<file path="config.mk">
export PLATFORM = sky130hd
export DESIGN_NAME = rv32_mod_mem_arbiter
export DESIGN_NICKNAME = d
export VERILOG_FILES = /design/src/rtl/rv32_mod_mem_arbiter.sv
export SDC_FILE = /design/constraint.sdc
export NUM_CORES = 1
export LEC_CHECK = 0
export ABC_AREA = 1
export CAP_MARGIN = 0
export CORE_AREA = 2 2 107 109
export DETAILED_ROUTE_END_ITERATION = 10
export DIE_AREA = 0 0 109 111
export PLACE_DENSITY = 0.87
export SLEW_MARGIN = 15
export SYNTH_ARGS = -nofsm -noshare
export SYNTH_HDL_FRONTEND = slang
export SYNTH_SLANG_ARGS = --single-unit
</file>
<file path="constraint.sdc">
create_clock -name clk -period 1.6 [get_ports clk]
set_input_delay 0.16 -clock clk [delete_from_list [all_inputs] [get_ports clk]]
set_output_delay 0.16 -clock clk [all_outputs]
set_load 0.01 [all_outputs]
</file>
<file path="src/rtl/rv32_mod_mem_arbiter.sv">
// Shares one registered memory bus between the fetch and load/store ports of the hart.
// Round-robin on ties, one transaction in flight, watchdog converts a silent bus into err.
module rv32_mod_mem_arbiter #(
  parameter int TIMEOUT_CYCLES = 16,
  parameter int TIMEOUT_W      = 8
) (
  input  logic        clk,
  input  logic        reset,
  input  logic        instr_req,
  input  logic [31:0] instr_addr,
  output logic        instr_ack,
  output logic        instr_err,
  output logic [31:0] instr_rdata,
  input  logic        data_req,
  input  logic        data_we,
  input  logic [3:0]  data_be,
  input  logic [31:0] data_addr,
  input  logic [31:0] data_wdata,
  output logic        data_ack,
  output logic        data_err,
  output logic [31:0] data_rdata,
  output logic        bus_req,
  output logic        bus_we,
  output logic [3:0]  bus_be,
  output logic [31:0] bus_addr,
  output logic [31:0] bus_wdata,
  input  logic        bus_ack,
  input  logic        bus_err,
  input  logic [31:0] bus_rdata
);

  localparam logic [1:0] ST_IDLE   = 2'd0;
  localparam logic [1:0] ST_BUSY_I = 2'd1;
  localparam logic [1:0] ST_BUSY_D = 2'd2;

  localparam logic GRANT_INSTR = 1'b0;
  localparam logic GRANT_DATA  = 1'b1;

  localparam bit WDOG_EN = (TIMEOUT_CYCLES != 0);
  localparam logic [TIMEOUT_W-1:0] CNT_LAST =
    TIMEOUT_W'((TIMEOUT_CYCLES == 0) ? 0 : TIMEOUT_CYCLES - 1);

  logic [1:0]           state_q, state_d;
  logic                 last_grant_q, last_grant_d;
  logic [TIMEOUT_W-1:0] cnt_q, cnt_d;
  logic                 bus_req_q, bus_req_d;
  logic                 bus_we_q, bus_we_d;
  logic [3:0]           bus_be_q, bus_be_d;
  logic [31:0]          bus_addr_q, bus_addr_d;
  logic [31:0]          bus_wdata_q, bus_wdata_d;

  logic busy, timeout_hit, done_ack, done_err, grant_i, grant_d;

  assign instr_rdata = bus_rdata;
  assign data_rdata  = bus_rdata;

  assign bus_req   = bus_req_q;
  assign bus_we    = bus_we_q;
  assign bus_be    = bus_be_q;
  assign bus_addr  = bus_addr_q;
  assign bus_wdata = bus_wdata_q;

  // bus_err outranks bus_ack; the watchdog only fires when the bus stays silent.
  assign busy        = (state_q != ST_IDLE);
  assign timeout_hit = WDOG_EN && (cnt_q == CNT_LAST);
  assign done_err    = busy && (bus_err || (!bus_ack && timeout_hit));
  assign done_ack    = busy && !bus_err && bus_ack;

  // Responses are suppressed during reset so an aborted transaction stays silent.
  assign instr_ack = !reset && (state_q == ST_BUSY_I) && done_ack;
  assign instr_err = !reset && (state_q == ST_BUSY_I) && done_err;
  assign data_ack  = !reset && (state_q == ST_BUSY_D) && done_ack;
  assign data_err  = !reset && (state_q == ST_BUSY_D) && done_err;

  assign grant_d = data_req && (!instr_req || (last_grant_q == GRANT_INSTR));
  assign grant_i = instr_req && !grant_d;

  always_comb begin
    state_d      = state_q;
    last_grant_d = last_grant_q;
    cnt_d        = cnt_q;
    bus_req_d    = bus_req_q;
    bus_we_d     = bus_we_q;
    bus_be_d     = bus_be_q;
    bus_addr_d   = bus_addr_q;
    bus_wdata_d  = bus_wdata_q;
    if (state_q == ST_IDLE) begin
      if (grant_d) begin
        state_d      = ST_BUSY_D;
        last_grant_d = GRANT_DATA;
        cnt_d        = '0;
        bus_req_d    = 1'b1;
        bus_we_d     = data_we;
        bus_be_d     = data_be;
        bus_addr_d   = data_addr;
        bus_wdata_d  = data_wdata;
      end else if (grant_i) begin
        state_d      = ST_BUSY_I;
        last_grant_d = GRANT_INSTR;
        cnt_d        = '0;
        bus_req_d    = 1'b1;
        bus_we_d     = 1'b0;
        bus_be_d     = 4'hF;
        bus_addr_d   = instr_addr;
      end
    end else if (done_ack || done_err) begin
      state_d   = ST_IDLE;
      bus_req_d = 1'b0;
      bus_we_d  = 1'b0;
    end else begin
      cnt_d = cnt_q + 1'b1;
    end
  end

  always_ff @(posedge clk) begin
    if (reset) begin
      state_q      <= ST_IDLE;
      last_grant_q <= GRANT_INSTR;
      cnt_q        <= '0;
      bus_req_q    <= 1'b0;
      bus_we_q     <= 1'b0;
      bus_be_q     <= 4'h0;
      bus_addr_q   <= 32'h0;
      bus_wdata_q  <= 32'h0;
    end else begin
      state_q      <= state_d;
      last_grant_q <= last_grant_d;
      cnt_q        <= cnt_d;
      bus_req_q    <= bus_req_d;
      bus_we_q     <= bus_we_d;
      bus_be_q     <= bus_be_d;
      bus_addr_q   <= bus_addr_d;
      bus_wdata_q  <= bus_wdata_d;
    end
  end

endmodule

</file>
Yosys cells after proc, flatten, opt, wreduce, memory -nomap -nowiden
Index checks and enable logic that the tools add are counted.

storage, ports and cells
  flip-flop bits (word level) = 81
  word-level logic and storage cells = 63

operators by class
  eq/ne operators = 5
  mux-type cells = 20
  add/sub/neg operators = 1
  reduce and logical (&&, ||, !) cells = 28
  bitwise logic cells = 1

operators with widths
  operator                                             count
  2-to-1 mux 32 bit                                    2
  2-to-1 mux 8 bit                                     4
  logical AND 1 bit                                    12
  adder 8 x 1 -> 8 bit, second input constant          1
  equality test 8 x 4 -> 1 bit, second input constant  1
  2-to-1 mux 1 bit                                     8
  2-to-1 mux 2 bit                                     4
  2-to-1 mux 4 bit                                     2
  AND reduction 2 bit                                  4
  nonzero test 2 bit                                   3
  zero test 1 bit                                      5
  logical OR 1 bit                                     3
  != test 3 bit, second input constant                 1
  equality test 2 x 1 -> 1 bit, second input constant  1
  equality test 2 bit, second input constant           1
  zero test 2 bit                                      1
  != test 2 bit, second input constant                 1
  NOT 1 bit                                            1

Logic depth before layout (Yosys ltp)
  word-level depth = 8
  mapped depth = 9
  depth with buffers taken out = 9

Least setup slack after synthesis
Ideal clock, no wire load.

  path type = register -> output
  from = register cnt_q[0]
  to = output data_err
  arrival = 1.097 ns
  data required time = 1.440 ns
  path slack = 0.343 ns
  stages on the path, launching flop included = 8
  buffers on the path = 0
  path through = dfxtp_1 ha_1 nand3_1 nor2_1 nand2_1 nand2_1 nand2_1 nor2_1

on the way
  word-level cells in the longest chain between the ends = 5

RTL lines
  item                          RTL line  RTL
  from (decl)                   45        logic [TIMEOUT_W-1:0] cnt_q, cnt_d;
  from (signal assigned)        128       cnt_q <= cnt_d;
  equality test 8 x 4 -> 1 bit  65        assign timeout_hit = WDOG_EN && (cnt_q == CNT_LAST);
  logical AND 1 bit             66        assign done_err = busy && (bus_err || (!bus_ack && timeout_hit));
  logical OR 1 bit              66
  logical AND 1 bit             66
  logical AND 1 bit             73        assign data_err = !reset && (state_q == ST_BUSY_D) && done_err;
  to (decl)                     20        output logic data_err,

Every way passes these cells.

Worst setup path after layout
Same ends and word-level chain as after synthesis.

==> metrics.txt <==
outcome=completed; Register Area=about 1600 sq um; first-pass iteration count of the detailed router=6; area share of fa/ha/maj cells after synthesis=0.003338; Clk pin slew, worst setup/hold paths=0.06 ns; hold_buf cts=0; Period minus WS final=1.592 ns; maximum fanout along the worst path=3; initial antenna violation count=0; crit start category=register; Remaining DRCs=0; final net count=around 770; met3 Track Usage GR=0.05761; Tcrit/Tclk final=0.9952; Routability Congestion=between 0.8 and 0.9; dpl cell area=5359 sq um; Slew HR=0.6635; final cell count without fillers=about 770; WL final=between 10000 and 15000 um; commonest non-fill, non-tap cell in the layout=clkdlybuf4s50_1; Total Neg Setup Slack=0 ns; ranking of synthesized cells by area=dfxtp_1 (43%), buf_4 (13%), nand2_1 (9.1%), o21ai_0 (8.5%), nor2_1 (7.5%); Multi-input gate area=1470 sq um; Design Area, Final=5734 sq um; critical path arrival=~1.4 ns; Die Height=111 um; largest net degree at the start of global routing=56; final-report max-slew violation count=0; Yosys top cell by area=dfxtp_1; Initial Util=0.3384; DR WL/cell=around 14 um; number of clock sinks=between 80 and 90; vias post-DR=about 3.7k; via density per instance=around 4.7; synth unique cells=29; CTS max path bufs=2; cell count after synthesis=494; Core ar.=roughly 11000 sq um; Peak VDD IR=0.0005234 V; first-pass GRT wire length=17790 um; Fillers=between 1k and 1.5k; Seq cells post-synth=81; Yosys Warn Count=0; Crit path required time=1.44 ns; half-perimeter wire length after placement=8008 um; HP Class=input port to output pin; Lkg Pwr=~2.3 nW; Synth top area share=0.4326; mux cell area share after synthesis=0; Synth Area in Simple Gates=0.1946; Syn Nets=634; P&R area growth vs syn=52.97%; final setup margin=between 0.007 and 0.008 ns; post-synthesis sequential area ratio=0.4326; Worst-Margin Slew=~0.50 ns; # setup viols final=0; DIE AREA=12100 sq um; Crit Path Category=register to output pin; remaining antenna violation count after routing=0; Max Fclk=between 600 and 700 MHz; Hold Vio Cnt, Final=0; vias in the first global route=3557; worst slack at placement=-0.3000 ns; commonest cells after routing, fill and taps aside=clkdlybuf4s50_1 (176), nand2_1 (89), dfxtp_1 (77), nor2_1 (73), o21ai_0 (63); crit end category=output pin; Synth Area in Compound Gates=0.1832; Root Buffer=clkbuf_16; Clock Latency Late Sink=around 0.33 ns; Die W=between 100 and 150 um; layout cells sized above 1=0.1300; dpl cells=754; post-synthesis xor/xnor area fraction=0; syn_area_per_cell=approximately 7.6 sq um; max_cap viols=0; Netlist Area Pre-Place=3749 sq um; placement row count=39; H-tree depth=3; aggregate global-route resource usage=0.1869; main combinational cell family by area after synthesis=simple AND/OR/NAND/NOR gates; PortBufs=180; Final Skew=0.008848 ns; CTS Buf Count=9; gr busiest metal=met2; GR Util met1=0.2248; gr ovfl total=0; RSZ-0062 raised after global routing=true; initial drt markers=215; CTS tree=yes; met2 Use GR=0.3085; diode count=0; Power per Cell Area=just over 1000 nW/um^2; # IOs=about 280; Power, Total=around 5.8 mW
==> repair_timing <==
action	CTS	global route
pin swaps	5	5
resized for setup	19	12
setup buffers	3	1
setup endpoints to repair	4	14
==> critical path: stages (launching register included) <==
cell,delay (ns)
dfxtp_2,0.35
ha_4,0.14
nand3_2,0.07
nor2_2,0.08
nand2_1,0.07
nand2_1,0.07
nand2_2,0.09
nor2_4,0.12
buf_6,0.11
==> Yosys cell counts (all sizes together) <==
cell	n
ha	1
a31oi	32
a21oi	11
o2111a	1
o31ai	1
nand3	12
o21bai	1
clkbuf	13
nand2	92
clkinv	1
o32ai	1
dfxtp	81
buf	80
nor2	77
o21ai	68
o221a	4
inv	16
nand4	2
==> per-layer routing <==
layer / up-vias / routed length [um]
met2: 120 / 5457
met5: - / 0
li1: 1828 / -
met3: 27 / 761
met1: 1676 / 4598
met4: 0 / 239
==> kinds of logic (layout without fill, tap and decap cells) <==
group | count (synthesis) | in the layout
AND/OR/NAND/NOR | 183 | 183
AO/OA/AOI/OAI | 119 | 119
buffers and inverters | 110 | 247
flip-flops | 81 | 81
adder cells (fa/ha/maj) | 1 | 1
==> where the power goes <==
part / total, mW / internal, mW / switching, mW
Combinational: 1.38 / 0.775 / 0.606
Sequential: 2.33 / 2.23 / 0.105
Clock: 2.11 / 1.22 / 0.883
==> worst paths after layout <==
path,slack [ns],cells past startpoint,startpoint,to
max,0.008,8,cnt_q[0]$_SDFFE_PP0P_,data_err
min,0.32,0,bus_rdata[10],data_rdata[10]
max reg2reg,0.12,11,cnt_q[0]$_SDFFE_PP0P_,cnt_q[1]$_SDFFE_PP0P_
min reg2reg,0.48,2,last_grant_q$_SDFFE_PP0P_,last_grant_q$_SDFFE_PP0P_
==> sequential cells by signal (all words and copies together), names as in the netlist <==
| signal | count |
|---|---|
| last_grant_q | 1 |
| state_q | 2 |
| bus_be | 4 |
| bus_addr | 32 |
| bus_we | 1 |
| cnt_q | 8 |
| bus_wdata | 32 |
| bus_req | 1 |
==> per-stage QoR <==
step                hold slack [ns]  utilization
finish                       0.3200       0.5177
floorplan                    0.2949            -
detailed placement           0.3201       0.4838
global route                 0.3200       0.5177
global placement             0.3201       0.4838
CTS                          0.3201       0.5149
==> area by class of cell <==
type,count,area share
repair buffers,214,0.3642
flip-flops and latches,81,0.2837
multi-input cells,303,0.2564
clock buffers,9,0.03928
well taps,143,0.03120
clock inverters,7,0.01375
inverters,17,0.01156
Power figures use the tool's default switching activity.
